[src/rtl/esi_cosim_seq_pkg.sv]
// Shared types for the cosim reset/run sequencer: FSM state and error codes.
package esi_cosim_seq_pkg;

  typedef enum logic [2:0] {
    ST_ASSERT   = 3'd0,
    ST_WAIT_ACK = 3'd1,
    ST_RUN      = 3'd2,
    ST_DONE     = 3'd3,
    ST_ERROR    = 3'd4
  } state_e;

  typedef enum logic [1:0] {
    ERR_NONE        = 2'd0,
    ERR_ACK_TIMEOUT = 2'd1,
    ERR_READY_LOST  = 2'd2
  } err_e;

  // Bits needed to hold values 0..max_val (at least one bit).
  function automatic int cnt_width(input int max_val);
    return (max_val < 1) ? 1 : $clog2(max_val + 1);
  endfunction

endpackage

[src/rtl/esi_cosim_sat_counter.sv]
// Up-counter that sticks at all-ones; clear has priority over enable.
module esi_cosim_sat_counter #(
  parameter int W = 8
) (
  input  logic         clk,
  input  logic         rst,
  input  logic         i_clear,
  input  logic         i_enable,
  output logic [W-1:0] o_count
);

  logic [W-1:0] r_count;

  // NOTE: clocked state uses non-blocking assignments so every flop samples pre-edge values.
  always_ff @(posedge clk) begin
    if (rst || i_clear) begin
      r_count <= '0;
    end else if (i_enable && (r_count != {W{1'b1}})) begin
      r_count <= r_count + W'(1);
    end
  end

  assign o_count = r_count;

endmodule

[src/rtl/esi_cosim_reset_sequencer.sv]
// Drives the cosim DUT through reset hold, ready handshake and a budgeted run phase.
module esi_cosim_reset_sequencer
  import esi_cosim_seq_pkg::*;
#(
  parameter int RESET_CYCLES = 4,
  parameter int ACK_TIMEOUT  = 256,
  parameter int CYCLE_W      = 32
) (
  input  logic               clk,
  input  logic               rst,
  input  logic               reset_req,
  input  logic [CYCLE_W-1:0] cycle_limit,
  input  logic               dut_ready,
  output logic               dut_rst,
  output logic               run,
  output logic               done,
  output logic [1:0]         err,
  output logic [CYCLE_W-1:0] cycles_run,
  output logic [2:0]         state_o
);

  localparam int HOLD_W = cnt_width(RESET_CYCLES);
  localparam int WAIT_W = cnt_width(ACK_TIMEOUT);

  state_e             r_state, w_state_next;
  err_e               r_err, w_err_next;
  logic [CYCLE_W-1:0] r_limit;
  logic               w_run_entry;

  logic [HOLD_W-1:0]  w_hold_cnt;
  logic [WAIT_W-1:0]  w_wait_cnt;
  logic [CYCLE_W-1:0] w_cycles_run;
  logic               w_hold_last, w_wait_last, w_limit_hit;

  esi_cosim_sat_counter #(.W(HOLD_W)) u_hold_cnt (
    .clk      (clk),
    .rst      (rst),
    .i_clear  (reset_req || (r_state != ST_ASSERT)),
    .i_enable (r_state == ST_ASSERT),
    .o_count  (w_hold_cnt)
  );

  esi_cosim_sat_counter #(.W(WAIT_W)) u_wait_cnt (
    .clk      (clk),
    .rst      (rst),
    .i_clear  (reset_req || (r_state != ST_WAIT_ACK)),
    .i_enable (r_state == ST_WAIT_ACK),
    .o_count  (w_wait_cnt)
  );

  // Held at zero through WAIT_ACK so RUN always starts counting from zero.
  esi_cosim_sat_counter #(.W(CYCLE_W)) u_cycles_run (
    .clk      (clk),
    .rst      (rst),
    .i_clear  (reset_req || (r_state == ST_WAIT_ACK)),
    .i_enable (r_state == ST_RUN),
    .o_count  (w_cycles_run)
  );

  assign w_hold_last = (w_hold_cnt == HOLD_W'(RESET_CYCLES - 1));
  assign w_wait_last = (ACK_TIMEOUT != 0) && (w_wait_cnt == WAIT_W'(ACK_TIMEOUT - 1));
  assign w_limit_hit = (r_limit != '0) && ((w_cycles_run + CYCLE_W'(1)) == r_limit);

  // NOTE: every always_comb output gets a default first, so no path can infer a latch.
  always_comb begin
    w_state_next = r_state;
    w_err_next   = r_err;
    w_run_entry  = 1'b0;
    if (reset_req) begin
      w_state_next = ST_ASSERT;
      w_err_next   = ERR_NONE;
    end else begin
      case (r_state)
        ST_ASSERT: begin
          if (w_hold_last) w_state_next = ST_WAIT_ACK;
        end
        ST_WAIT_ACK: begin
          if (dut_ready) begin
            w_state_next = ST_RUN;
            w_run_entry  = 1'b1;
          end else if (w_wait_last) begin
            w_state_next = ST_ERROR;
            w_err_next   = ERR_ACK_TIMEOUT;
          end
        end
        ST_RUN: begin
          if (!dut_ready) begin
            w_state_next = ST_ERROR;
            w_err_next   = ERR_READY_LOST;
          end else if (w_limit_hit) begin
            w_state_next = ST_DONE;
          end
        end
        ST_DONE, ST_ERROR: ;
        default: w_state_next = ST_ASSERT;
      endcase
    end
  end

  always_ff @(posedge clk) begin
    if (rst) begin
      r_state <= ST_ASSERT;
      r_err   <= ERR_NONE;
      r_limit <= '0;
    end else begin
      r_state <= w_state_next;
      r_err   <= w_err_next;
      if (w_run_entry) r_limit <= cycle_limit;
    end
  end

  assign dut_rst    = (r_state == ST_ASSERT);
  assign run        = (r_state == ST_RUN);
  assign done       = (r_state == ST_DONE);
  assign err        = r_err;
  assign cycles_run = w_cycles_run;
  assign state_o    = r_state;

endmodule

[config.mk]
export PLATFORM = sky130hd
export DESIGN_NAME = esi_cosim_reset_sequencer
export DESIGN_NICKNAME = d
export VERILOG_FILES = /design/src/rtl/esi_cosim_seq_pkg.sv /design/src/rtl/esi_cosim_sat_counter.sv /design/src/rtl/esi_cosim_reset_sequencer.sv
export SDC_FILE = /design/constraint.sdc
export NUM_CORES = 1
export LEC_CHECK = 0
export BUFFER_PORTS_ARGS = -buffer_cell sky130_fd_sc_hd__buf_4
export CAP_MARGIN = 20
export CORE_ASPECT_RATIO = 1.4
export CORE_UTILIZATION = 34
export CTS_BUF_LIST = sky130_fd_sc_hd__clkbuf_2 sky130_fd_sc_hd__clkbuf_4 sky130_fd_sc_hd__clkbuf_8
export DETAILED_ROUTE_END_ITERATION = 10
export GPL_ROUTABILITY_DRIVEN = 0
export PLACE_DENSITY = 0.5
export REMOVE_ABC_BUFFERS = 1
export SLEW_MARGIN = 15
export SYNTH_ARGS = -nofsm -noshare
export SYNTH_HDL_FRONTEND = slang
export SYNTH_SLANG_ARGS = --single-unit
[constraint.sdc]
create_clock -name clk -period 3.4 [get_ports clk]
set_clock_uncertainty 0.2 [all_clocks]
set_input_delay 1.02 -clock clk [delete_from_list [all_inputs] [get_ports clk]]
set_output_delay 1.02 -clock clk [all_outputs]
set_load 0.01 [all_outputs]
==> summary.md <==
| Metric | Value |
|---|---|
| Most common cell in the synthesized netlist | `nand2_1` |
| Post-Synth XOR/XNOR Area | `15.18%` |
| Layout fillers | `1,381` |
| Ant diodes | `0` |
| Largest fanout on the critical path | `8` |
| RSZ-0062 raised after global routing | `no` |
| Final WS setup | `0.2653 ns` |
| Post-route cell area | `5643 sq um` |
| Worst-path clk slew | `0.08 ns` |
| Crit. End Element | `register` |
| Max Slew Vio Count | `0` |
| Row count | `49` |
| Simple-Gate Fraction of Synth Area | `31.10%` |
| Status | `finished, final reports clean` |
| Drt drc | `0` |
| Hold_ws | `0.2874 ns` |
| CP delay by family, top | `simple AND/OR/NAND/NOR gates` |
| Total number of vias | `4,279` |
| Top cells by area, synth | `dfxtp_1, xnor2_1, nand2_1, a21oi_1, nor2_1` |
| Slowest CP cell | `dfxtp_1` |
| Flip-flop and latch count after synthesis | `81` |
| Post-DR vias/cell | `5.100` |
| Measured slew at the worst slew-check pin | `0.5320 ns` |
| FMAX | `319.0 MHz` |
| Power per Cell Area | `308.8 nW/um^2` |
| Number of flops mapped to enable cells by yosys | `0` |
| Worst setup SP type | `register` |
| DRT antenna net count | `0` |
| Hold Path Class | `reg2reg` |
| Crit Path Category | `reg2reg` |
| Dpl ws | `0.1569 ns` |
| Cts hold-fix bufs | `0` |
| Dpl hpwl | `10.29 mm` |
| Buf/Inv on CP | `0` |
| CORE AREA | `13,000 sq um` |
| Synth top cells by count | `nand2_1, dfxtp_1, nor2_1` |
| Area grow syn2layout | `22.92%` |
| Overall global routing resource usage | `19.55%` |
| First-pass GRT wire length | `21.13 mm` |
| Die X | `100.2 um` |
| Antenna violations before repair | `0` |
| Mux contribution to synthesized area | `1.554%` |
| CTS tree | `yes` |
| DR pass1 iterations | `5` |
| DIE AREA | `13,980 sq um` |
| Syn. warnings | `0` |
| Setup TNS | `0 ns` |
| Detailed Route WL | `13.33 mm` |
| WL per Instance | `15.88 um` |
| Top_reg_cell synth | `dfxtp_1` |
| Die Ht | `139.5 um` |
| Clk root buf | `clkbuf_8` |
| Library cells used by synthesis | `58` |
| Synth Area in Adders | `1.908%` |
| Initial core utilization | `35.32%` |
| CP required | `3.48 ns` |
| Synthesized area | `4591 sq um` |
| H-tree depth | `3` |
| Layout cells sized above 1 | `20.57%` |
| Largest family of logic cells by synthesized area | `simple AND/OR/NAND/NOR gates` |
| Post-synthesis compound-gate area fraction | `10.74%` |
| Post-Synthesis Cells | `579` |
| Final setup vio count | `0` |
| Yosys top cell area share | `35.32%` |
| Placed cell area | `5433 sq um` |
| CTS Sinks | `81` |
| GR Overflow Total | `0` |
| Total CTS buffers | `9` |
| Seq/Total Area, Yosys | `35.32%` |
| Fraction of registers with async set/reset | `0%` |
| Post-synth top area cell | `dfxtp_1` |
| Port buffer count | `75` |
| Post-layout nets | `700` |
| Fin crit share | `92.20%` |
| Detailed Route Iter0 Violations | `161` |
| Hold violation count in the final report | `0` |
| Vias in the first global route | `4,198` |
| Slew HR | `64.21%` |
| Pin count of the biggest net entering global routing | `37` |
| Io pins | `76` |
| CP Cell Sequence | `nand4_4, nor3_4, nand3_1, xnor2_1, mux2_1, or4_4, o21ai_4, mux2i_1` |
| Max VDD drop | `160.8 uV` |
| Max clock buf depth | `2` |
| Lkg Pwr | `2.115 nW` |
| Critical path arrival | `3.22 ns` |
| Crit path time final | `3.135 ns` |
| Worst path max stage delay | `0.56 ns` |
| Worst-Skew Late Latency | `0.36 ns` |
| Syn Area/Cell | `7.929 sq um` |
| Max cap viols | `0` |
## area by class of cell
type / count / area [sq um] / share of cell area, %
Tap cell: 178 / 222.7 / 3.947
Inverter: 7 / 26.28 / 0.4656
Sequential cell: 81 / 1622 / 28.74
Clock buffer: 11 / 151.4 / 2.683
Clock inverter: 4 / 52.55 / 0.9313
Timing Repair Buffer: 104 / 780.7 / 13.84
Multi-Input combinational cell: 454 / 2788 / 49.40
## worst paths after layout
check	from	end	slack, ns	depth (start not counted)
min reg2reg	r_limit[28]	r_limit[28]	0.29	2
max reg2reg	u_cycles_run.o_count[5]	state_o[2]	0.27	8
min	r_limit[28]	r_limit[28]	0.29	2
max	u_cycles_run.o_count[5]	state_o[2]	0.27	8
## cell usage in the layout (no fill, tap or decap), types with 2 or more instances in the layout
cell	count
a21o_1	3
and2_1	6
a221oi_1	2
or4_4	2
nand4_1	19
nand3_1	17
nor3b_1	2
clkbuf_8	11
o211ai_1	3
nand3_2	2
xor2_1	26
mux2i_1	6
o21bai_1	2
nand3b_1	3
nor2_1	62
buf_4	104
nor2b_1	6
nor3b_2	2
and3_1	13
nor4_1	12
a21oi_1	48
dfxtp_1	81
clkinvlp_4	3
nor3_1	16
o31ai_1	2
nand2_1	96
xnor2_1	51
inv_1	7
ha_1	7
nand2b_1	3
nand4_4	2
o21ai_0	8
or3_1	4
and4_1	4
## state kept, by name (all words and copies together) (netlist names)
| signal | cells |
|---|---|
| u_hold_cnt.o_count | 3 |
| u_wait_cnt.o_count | 9 |
| err | 2 |
| r_limit | 32 |
| u_cycles_run.o_count | 32 |
| state_o | 3 |
## through the flow
step           power, mW  cells  util, %
3_5_place_dp       1.034    824    41.80
2_1_floorplan     0.9865    542        -
6_report           1.743    839    43.42
5_1_grt            1.813    839    43.42
4_1_cts            1.768    839    43.37
3_3_place_gp       1.033    824    41.80
## where the power goes
| group | switching (mW) | internal (mW) |
|---|---|---|
| Clock | 0.357 | 0.375 |
| Combinational | 0.0278 | 0.0322 |
| Sequential | 0.00139 | 0.949 |
## worst min-delay path, delay by kind of cell (launching register included)
family | cells | cell delay (ns)
flops | 1 | 0.33
simple gates | 1 | 0.06
compound gates | 1 | 0.05
## logic make-up after synthesis
group | Yosys count
AO/OA/AOI/OAI | 81
XOR/XNOR | 78
adder cells (fa/ha/maj) | 7
buffers and inverters | 44
flip-flops | 81
multiplexers | 7
AND/OR/NAND/NOR | 281
## what timing repair did
| item | CTS | global route |
|---|---|---|
| resized for setup | 0 | 1 |
| buffers inserted | 0 | 0 |
| endpoints found under the setup margin | 0 | 3 |
## per-layer routing
layer	up-vias	track usage, %	routed length [um]
met5	-	0	0
met1	2017	22.89	5699
met4	0	6.255	259
met2	100	35.54	6867
li1	2140	-	-
met3	22	3.315	500
Note: power is estimated with default switching activity, not from simulation.
